File: config.mk
export PLATFORM = sky130hd
export DESIGN_NAME = spi_slave_regfile
export DESIGN_NICKNAME = d
export VERILOG_FILES = /design/src/rtl/spi_slave_pkg.sv /design/src/rtl/spi_pin_sync.sv /design/src/rtl/spi_slave_regfile.sv
export SDC_FILE = /design/constraint.sdc
export NUM_CORES = 1
export LEC_CHECK = 0
export ABC_CLOCK_PERIOD_IN_PS = 3000
export BUFFER_PORTS_ARGS = -buffer_cell sky130_fd_sc_hd__buf_2
export CORE_MARGIN = 8
export CORE_UTILIZATION = 30
export CTS_CLUSTER_SIZE = 25
export DETAILED_ROUTE_END_ITERATION = 8
export PLACE_DENSITY = 0.47
export SLEW_MARGIN = 20
export SYNTH_ARGS = -nofsm -noshare
export SYNTH_HDL_FRONTEND = slang
export SYNTH_HIERARCHICAL = 1
export SYNTH_SLANG_ARGS = --single-unit
File: constraint.sdc
create_clock -name clk_i -period 3 [get_ports clk_i]
set_input_delay 0 -clock clk_i [delete_from_list [all_inputs] [get_ports clk_i]]
set_output_delay 0 -clock clk_i [all_outputs]
set_load 0.005 [all_outputs]
File: src/rtl/spi_slave_pkg.sv
// rtl/spi_slave_pkg.sv - command codes and FSM state type for the SPI register-file responder
package spi_slave_pkg;

  localparam logic [7:0] CMD_WRITE = 8'h02;
  localparam logic [7:0] CMD_READ  = 8'h03;

  typedef enum logic [2:0] {
    IDLE,
    CMD,
    ADDR,
    WDATA,
    RDATA,
    IGNORE
  } spi_slv_state_e;

endpackage

File: src/rtl/spi_pin_sync.sv
// rtl/spi_pin_sync.sv - two-flop synchronizer with rise/fall detect for one asynchronous pin
module spi_pin_sync (
  input  logic clk_i,
  input  logic rst_i,
  input  logic pin_i,
  output logic level_o,
  output logic rise_o,
  output logic fall_o
);

  logic meta_q;
  logic sync_q;
  logic prev_q;

  // Reset to 0 so a chip select held low across reset never looks like a new falling edge.
  always_ff @(posedge clk_i) begin
    if (rst_i) begin
      meta_q <= 1'b0;
      sync_q <= 1'b0;
      prev_q <= 1'b0;
    end else begin
      meta_q <= pin_i;
      sync_q <= meta_q;
      prev_q <= sync_q;
    end
  end

  assign level_o = sync_q;
  assign rise_o  = sync_q & ~prev_q;
  assign fall_o  = ~sync_q & prev_q;

endmodule

File: src/rtl/spi_slave_regfile.sv
// rtl/spi_slave_regfile.sv - SPI mode-0 responder over a byte register file, oversampled in clk_i
module spi_slave_regfile
  import spi_slave_pkg::*;
#(
  parameter int DEPTH = 16,
  localparam int AW = $clog2(DEPTH)
) (
  input  logic          clk_i,
  input  logic          rst_i,
  input  logic          spi_sck_i,
  input  logic          spi_csn_i,
  input  logic          spi_sdi_i,
  output logic          spi_sdo_o,
  output logic          spi_sdo_oe_o,
  output logic          busy_o,
  output logic          wr_valid_o,
  output logic [AW-1:0] wr_addr_o,
  output logic [7:0]    wr_data_o,
  input  logic [AW-1:0] rd_addr_i,
  output logic [7:0]    rd_data_o
);

  logic sck_rise, sck_fall, sck_level_unused;
  logic csn_level, csn_fall, csn_rise_unused;
  logic sdi_level, sdi_rise_unused, sdi_fall_unused;

  spi_pin_sync u_sck (.clk_i(clk_i), .rst_i(rst_i), .pin_i(spi_sck_i),
                      .level_o(sck_level_unused), .rise_o(sck_rise), .fall_o(sck_fall));
  spi_pin_sync u_csn (.clk_i(clk_i), .rst_i(rst_i), .pin_i(spi_csn_i),
                      .level_o(csn_level), .rise_o(csn_rise_unused), .fall_o(csn_fall));
  spi_pin_sync u_sdi (.clk_i(clk_i), .rst_i(rst_i), .pin_i(spi_sdi_i),
                      .level_o(sdi_level), .rise_o(sdi_rise_unused), .fall_o(sdi_fall_unused));

  spi_slv_state_e state_q, state_d;
  logic [2:0]    bit_cnt_q;
  logic [6:0]    shift_in_q;
  logic [6:0]    shift_out_q;
  logic          sdo_q;
  logic [AW-1:0] addr_q;
  logic          is_read_q;
  logic [7:0]    mem [DEPTH];

  logic       shifting;
  logic       byte_done;
  logic [7:0] rx_byte;

  assign shifting  = sck_rise && (state_q inside {CMD, ADDR, WDATA, RDATA});
  assign byte_done = shifting && (bit_cnt_q == 3'd7);
  assign rx_byte   = {shift_in_q, sdi_level};

  always_ff @(posedge clk_i) begin
    if (rst_i) state_q <= IDLE;
    else       state_q <= state_d;
  end

  always_comb begin
    state_d = state_q;
    if (csn_level) begin
      state_d = IDLE;
    end else begin
      case (state_q)
        IDLE: if (csn_fall) state_d = CMD;
        CMD:  if (byte_done) state_d = (rx_byte == CMD_WRITE || rx_byte == CMD_READ) ? ADDR : IGNORE;
        ADDR: if (byte_done) state_d = is_read_q ? RDATA : WDATA;
        default: ;
      endcase
    end
  end

  always_comb begin
    busy_o       = (state_q != IDLE);
    spi_sdo_oe_o = (state_q == RDATA);
  end

  assign spi_sdo_o = sdo_q;

  always_ff @(posedge clk_i) begin
    if (rst_i) begin
      bit_cnt_q   <= '0;
      shift_in_q  <= '0;
      shift_out_q <= '0;
      sdo_q       <= 1'b0;
      addr_q      <= '0;
      is_read_q   <= 1'b0;
      wr_valid_o  <= 1'b0;
      wr_addr_o   <= '0;
      wr_data_o   <= '0;
      rd_data_o   <= '0;
      for (int i = 0; i < DEPTH; i++) mem[i] <= '0;
    end else begin
      wr_valid_o <= 1'b0;
      rd_data_o  <= mem[rd_addr_i];
      if (state_q == IDLE) begin
        bit_cnt_q <= '0;
        sdo_q     <= 1'b0;
      end
      if (shifting) begin
        shift_in_q <= rx_byte[6:0];
        bit_cnt_q  <= bit_cnt_q + 3'd1;
      end
      if (byte_done) begin
        case (state_q)
          CMD:  is_read_q <= (rx_byte == CMD_READ);
          ADDR: addr_q    <= rx_byte[AW-1:0];
          WDATA: begin
            mem[addr_q] <= rx_byte;
            wr_valid_o  <= 1'b1;
            wr_addr_o   <= addr_q;
            wr_data_o   <= rx_byte;
            addr_q      <= addr_q + AW'(1);
          end
          RDATA: addr_q <= addr_q + AW'(1);
          default: ;
        endcase
      end
      // A fall with the counter at zero starts a byte: load it late so same-frame writes are visible.
      if (sck_fall && state_q == RDATA) begin
        if (bit_cnt_q == 3'd0) {sdo_q, shift_out_q} <= mem[addr_q];
        else                   {sdo_q, shift_out_q} <= {shift_out_q, 1'b0};
      end
    end
  end

endmodule

* After elaboration in Yosys (flattened, before gate mapping)
Memories as Yosys holds them, arrays and structs flattened. A register that Yosys moved wholly into a read port is not among the register bits.
Index checks and enable logic that the tools add are counted.
** Word-level totals
- Bits in registers :: 47
- Memory bits (writable) :: 128
- Input bits :: 9
- Output and inout port bits :: 24
- Logic and storage cells :: 80
- Memories :: 1
** Operators by class
- Add/sub/neg operators :: 2
- Equality and inequality tests :: 10
- Multiplexer cells :: 24
- Bitwise gates (word level) :: 6
- Reductions and logical operators :: 19
** Memories
- mem :: words 16, bits a word 8, read ports 2, clocked after Yosys merged registers in 2, wr ports 16, line spi_slave_regfile.sv:41 : logic [7:0] mem [DEPTH];
** Operators by type and width (count)
- $mux W3 :: 7
- $eq A8 B2 Y1 const B :: 2
- $mux W4 :: 3
- $mux W1 :: 10
- $pmux W3 S3 :: 1
- $mux W8 :: 1
- $pmux W4 S2 :: 1
- $reduce_or A8 Y1 :: 1
- $mux W7 :: 1
- $eq A3 B2 Y1 const B :: 2
- $eq A3 B3 Y1 const B :: 2
- $logic_not A3 Y1 :: 2
- $ne A2 B2 Y1 const B :: 3
- $reduce_and A2 Y1 :: 3
- $reduce_bool A2 Y1 :: 3
- $reduce_bool A3 Y1 :: 2
- $add A4 B1 Y4 const B :: 1
- $reduce_and A4 Y1 :: 1
- $reduce_bool A4 Y1 :: 1
- $reduce_or A2 Y1 :: 2
- $add A3 B1 Y3 const B :: 1
- $and A1 B1 Y1 :: 3
- $eq A3 B1 Y1 const B :: 1
- $logic_and A1 B1 Y1 :: 3
- other kinds (2) :: 4

* Logic depth before layout (Yosys ltp)
- Word-level depth :: 9
- Mapped depth :: 7
- Mapped depth without buffers :: 6

* By module
The synthesis kept the hierarchy.
** Modules (own cells, without submodules)
- spi_slave_regfile :: times used 1, cells an instance 743, area an instance 9151.3 um^2, sequential area each 4864.7 um^2
- spi_pin_sync :: times used 3, cells an instance 8, area an instance 91.3 um^2, sequential area each 60.1 um^2

* Least setup slack after synthesis
OpenSTA, ideal clock, no wires.
- Path type :: reg-to-reg
- From :: reg bit_cnt_q[0]
- To :: mem mem[11][0] (enable)
- Setup time :: 384 ps
- Arrival :: 1828 ps
- Required time :: 2616 ps
- Slack :: 788 ps
- Cell stages (with the launch flop) :: 7
- Buffers on the path :: 1
- Period minus slack after synthesis :: 2212 ps
- Cell sequence :: dfxtp_1 -> ha_1 -> ha_1 -> and2_1 -> nand4_1 -> clkbuf_1 -> o21ai_0
** RTL lines
- start: declaration :: line spi_slave_regfile.sv:35 : logic [2:0] bit_cnt_q;
- start signal: assignment :: line spi_slave_regfile.sv:99 : bit_cnt_q <= bit_cnt_q + 3'd1;
- end: declaration :: line spi_slave_regfile.sv:41

==> flow_summary.toml <==
[power_and_ir_drop]
cellLeakagePower_uw = 0.00379
max-vdd-ir-drop_mv = 0.340
powerDensity_nw_per_um2 = 509

[clock_network]
cts_buffers = 17
insertion_delay_ps = 440
cts.sink_count = 187
clk_pin_slew_ps = 80
cts_tree = "done"
clock-root-buffer = "clkbuf_16"
htreeDepth = 4
cts_buffer_depth = 2
cts_setup_buffers = 0

[floorplanning]
dieArea_um2 = 37200
fp.dieH_um = 193
fp.dieW_um = 193
io_pins = 33
rows = 64
coreArea_um2 = 30700
start_util = 0.306

[cells_and_area]
n_fill_cell = 3017
num_antenna_cells = 0
nets = 801
syn_to_final_growth_pct = 13.7
final_cells = 1194
drive_gt1_frac = 0.202

[timing]
max_freq_ghz = 0.432
setup_violations = 0
worst_pin_slew_ps = 919
slew_violations = 0
fin_ws_ps = 684
rsz0062_at_grt = "false"
hold_violations = 0
min_period_ps = 2320
fin_crit_sh = 0.772
max-slew-margin-rel = 0.387
tns_ps = 0
fin_skew_ps = 15.0

[placement]
globalplace.congestion = 0.802
dp_cells = 1159
place_ws_ps = 693
dp_hpwl_um = 20000
portBuffers = 32

[global_routing]
grt_start_max_net_pins = 57
grt_util_all_layers = 0.154
overflow = 0
grt_pass1_wl_um = 42000
grt_pass1_vias = 6293
antenna_found_initial = 0

[setup_path]
crit_chain = "ha_1 -> ha_1 -> and2_1 -> nand4_1 -> buf_4 -> nor3_1 -> buf_4 -> or2_1"
crit_end = "mem[0][1]"
cp.arrival_ps = 2420
critPathTopFamily = "simple AND/OR/NAND/NOR gates"
worst-path-buf-inv = 2
critPathKind = "reg -> reg"
crit_start = "bit_cnt_q[0]"
path_depth = 8
max_stage_delay_ps = 370
critPathRequiredTime_ps = 3100
ff2ff_setup_slack_ps = 680
start_kind = "flop"
cp_slowest_cell = "dfxtp_1"
critPathCaptureType = "flop"
rr_startpoint = "bit_cnt_q[0]"
r2r_cells = 8
critPathMaxFanout = 11
rr_endpoint = "mem[0][1]"

[routing]
vias = 6189
drt_pass1_iterations = 5
postRouteAntennaNets = 0
vias_per_cell = 5.18
wl_per_cell_um = 23.4
drt_iter0_markers = 645
routed_wl_um = 27900
drt_drc_violations_left = 0

[logic_synthesis]
yosys_warnings = 6
syn_nets = 778
avgSynthCellArea_um2 = 12.3
netlist_area_um2 = 9380
postSynthCellCount = 762

[flow_run]
drv_cap = 0

[worst_hold_path]
hp-class = "in -> reg"

[outcome]
status = "completed"
[power by group]
part	internal [uW]	switching [uW]
Combinational	130	154
Clock	1140	1140
Sequential	2820	53.1
Total	4090	1340
[registers in the layout, indices dropped and copies added, names as in the netlist, named ones only]
register	flops
mem	128
rd_data_o	8
wr_data_o	8
shift_in_q	7
shift_out_q	7
addr_q	4
wr_addr_o	4
bit_cnt_q	3
state_q	3
is_read_q	1
spi_sdo_o	1
u_csn/level_o	1
u_csn/meta_q	1
u_csn/prev_q	1
u_sck/level_o	1
u_sck/meta_q	1
u_sck/prev_q	1
u_sdi/level_o	1
u_sdi/meta_q	1
wr_valid_o	1
[worst min-delay path: cells and delay by family]
family	cells	cell delay, ps
buffers and inverters	2	250
AOI/OAI and AO/OA	1	160
[metal layers]
| layer | global-route usage | share of wire |
|---|---|---|
| met3 | 0.0260 | 0.047 |
| met4 | 0.0514 | 0.020 |
| met1 | 0.218 | 0.47 |
| met2 | 0.236 | 0.46 |
| met5 | 0 | 0 |
[metrics by stage]
| step | area [um^2] | util | hold WS (ps) | power (uW) |
|---|---|---|---|---|
| after global routing | 10700 | 0.348 | 38.1 | 5600 |
| after detailed placement | 10000 | 0.327 | 216 | 3210 |
| after CTS | 10700 | 0.348 | 22.9 | 5480 |
| final | 10700 | 0.348 | 22.0 | 5430 |
| after global placement | 10000 | 0.327 | 206 | 3210 |
| after floorplan | 9380 | - | 71.6 | 3080 |
[layout by cell type (no fill, tap or decap), types with 7 or more instances in the layout]
cell         n
buf_2       32
o22ai_1      9
o21ai_0     12
clkbuf_16   17
edfxtp_1   128
dfxtp_1     58
nand3_1     12
nor4_1       7
inv_1        9
nor2b_1     14
buf_4       33
o21ai_1     11
and2_1     115
nor2_1      38
ha_1         7
nand2b_1     9
nand2_1     43
mux4_2      54
a21oi_1     28
mux2i_1     45
nor3_1      19
[worst min-delay path by stage]
stage                     cells after the start            end      start
after floorplan                               1  u_csn/level_o      rst_i
after global placement                        2   u_sck/meta_q  spi_sck_i
after detailed placement                      2   u_sck/meta_q  spi_sck_i
after CTS                                     3   bit_cnt_q[0]      rst_i
after global routing                          3   bit_cnt_q[0]      rst_i
final                                         3   bit_cnt_q[0]      rst_i
[repair_timing]
action                                 CTS  global route
gates resized for setup                  0             0
endpoints found under the hold margin    3             0
hold buffers                             3             0
[layout make-up]
type | instances | area, um^2 | share of cell area
clock buffers | 18 | 439 | 0.0412
clock inverters | 14 | 158 | 0.0148
inverters | 10 | 37.5 | 0.00352
multi-input cells | 499 | 4030 | 0.378
flip-flops and latches | 187 | 5030 | 0.471
well taps | 396 | 495 | 0.0464
repair buffers | 70 | 478 | 0.0448
Power figures use the tool's default switching activity.
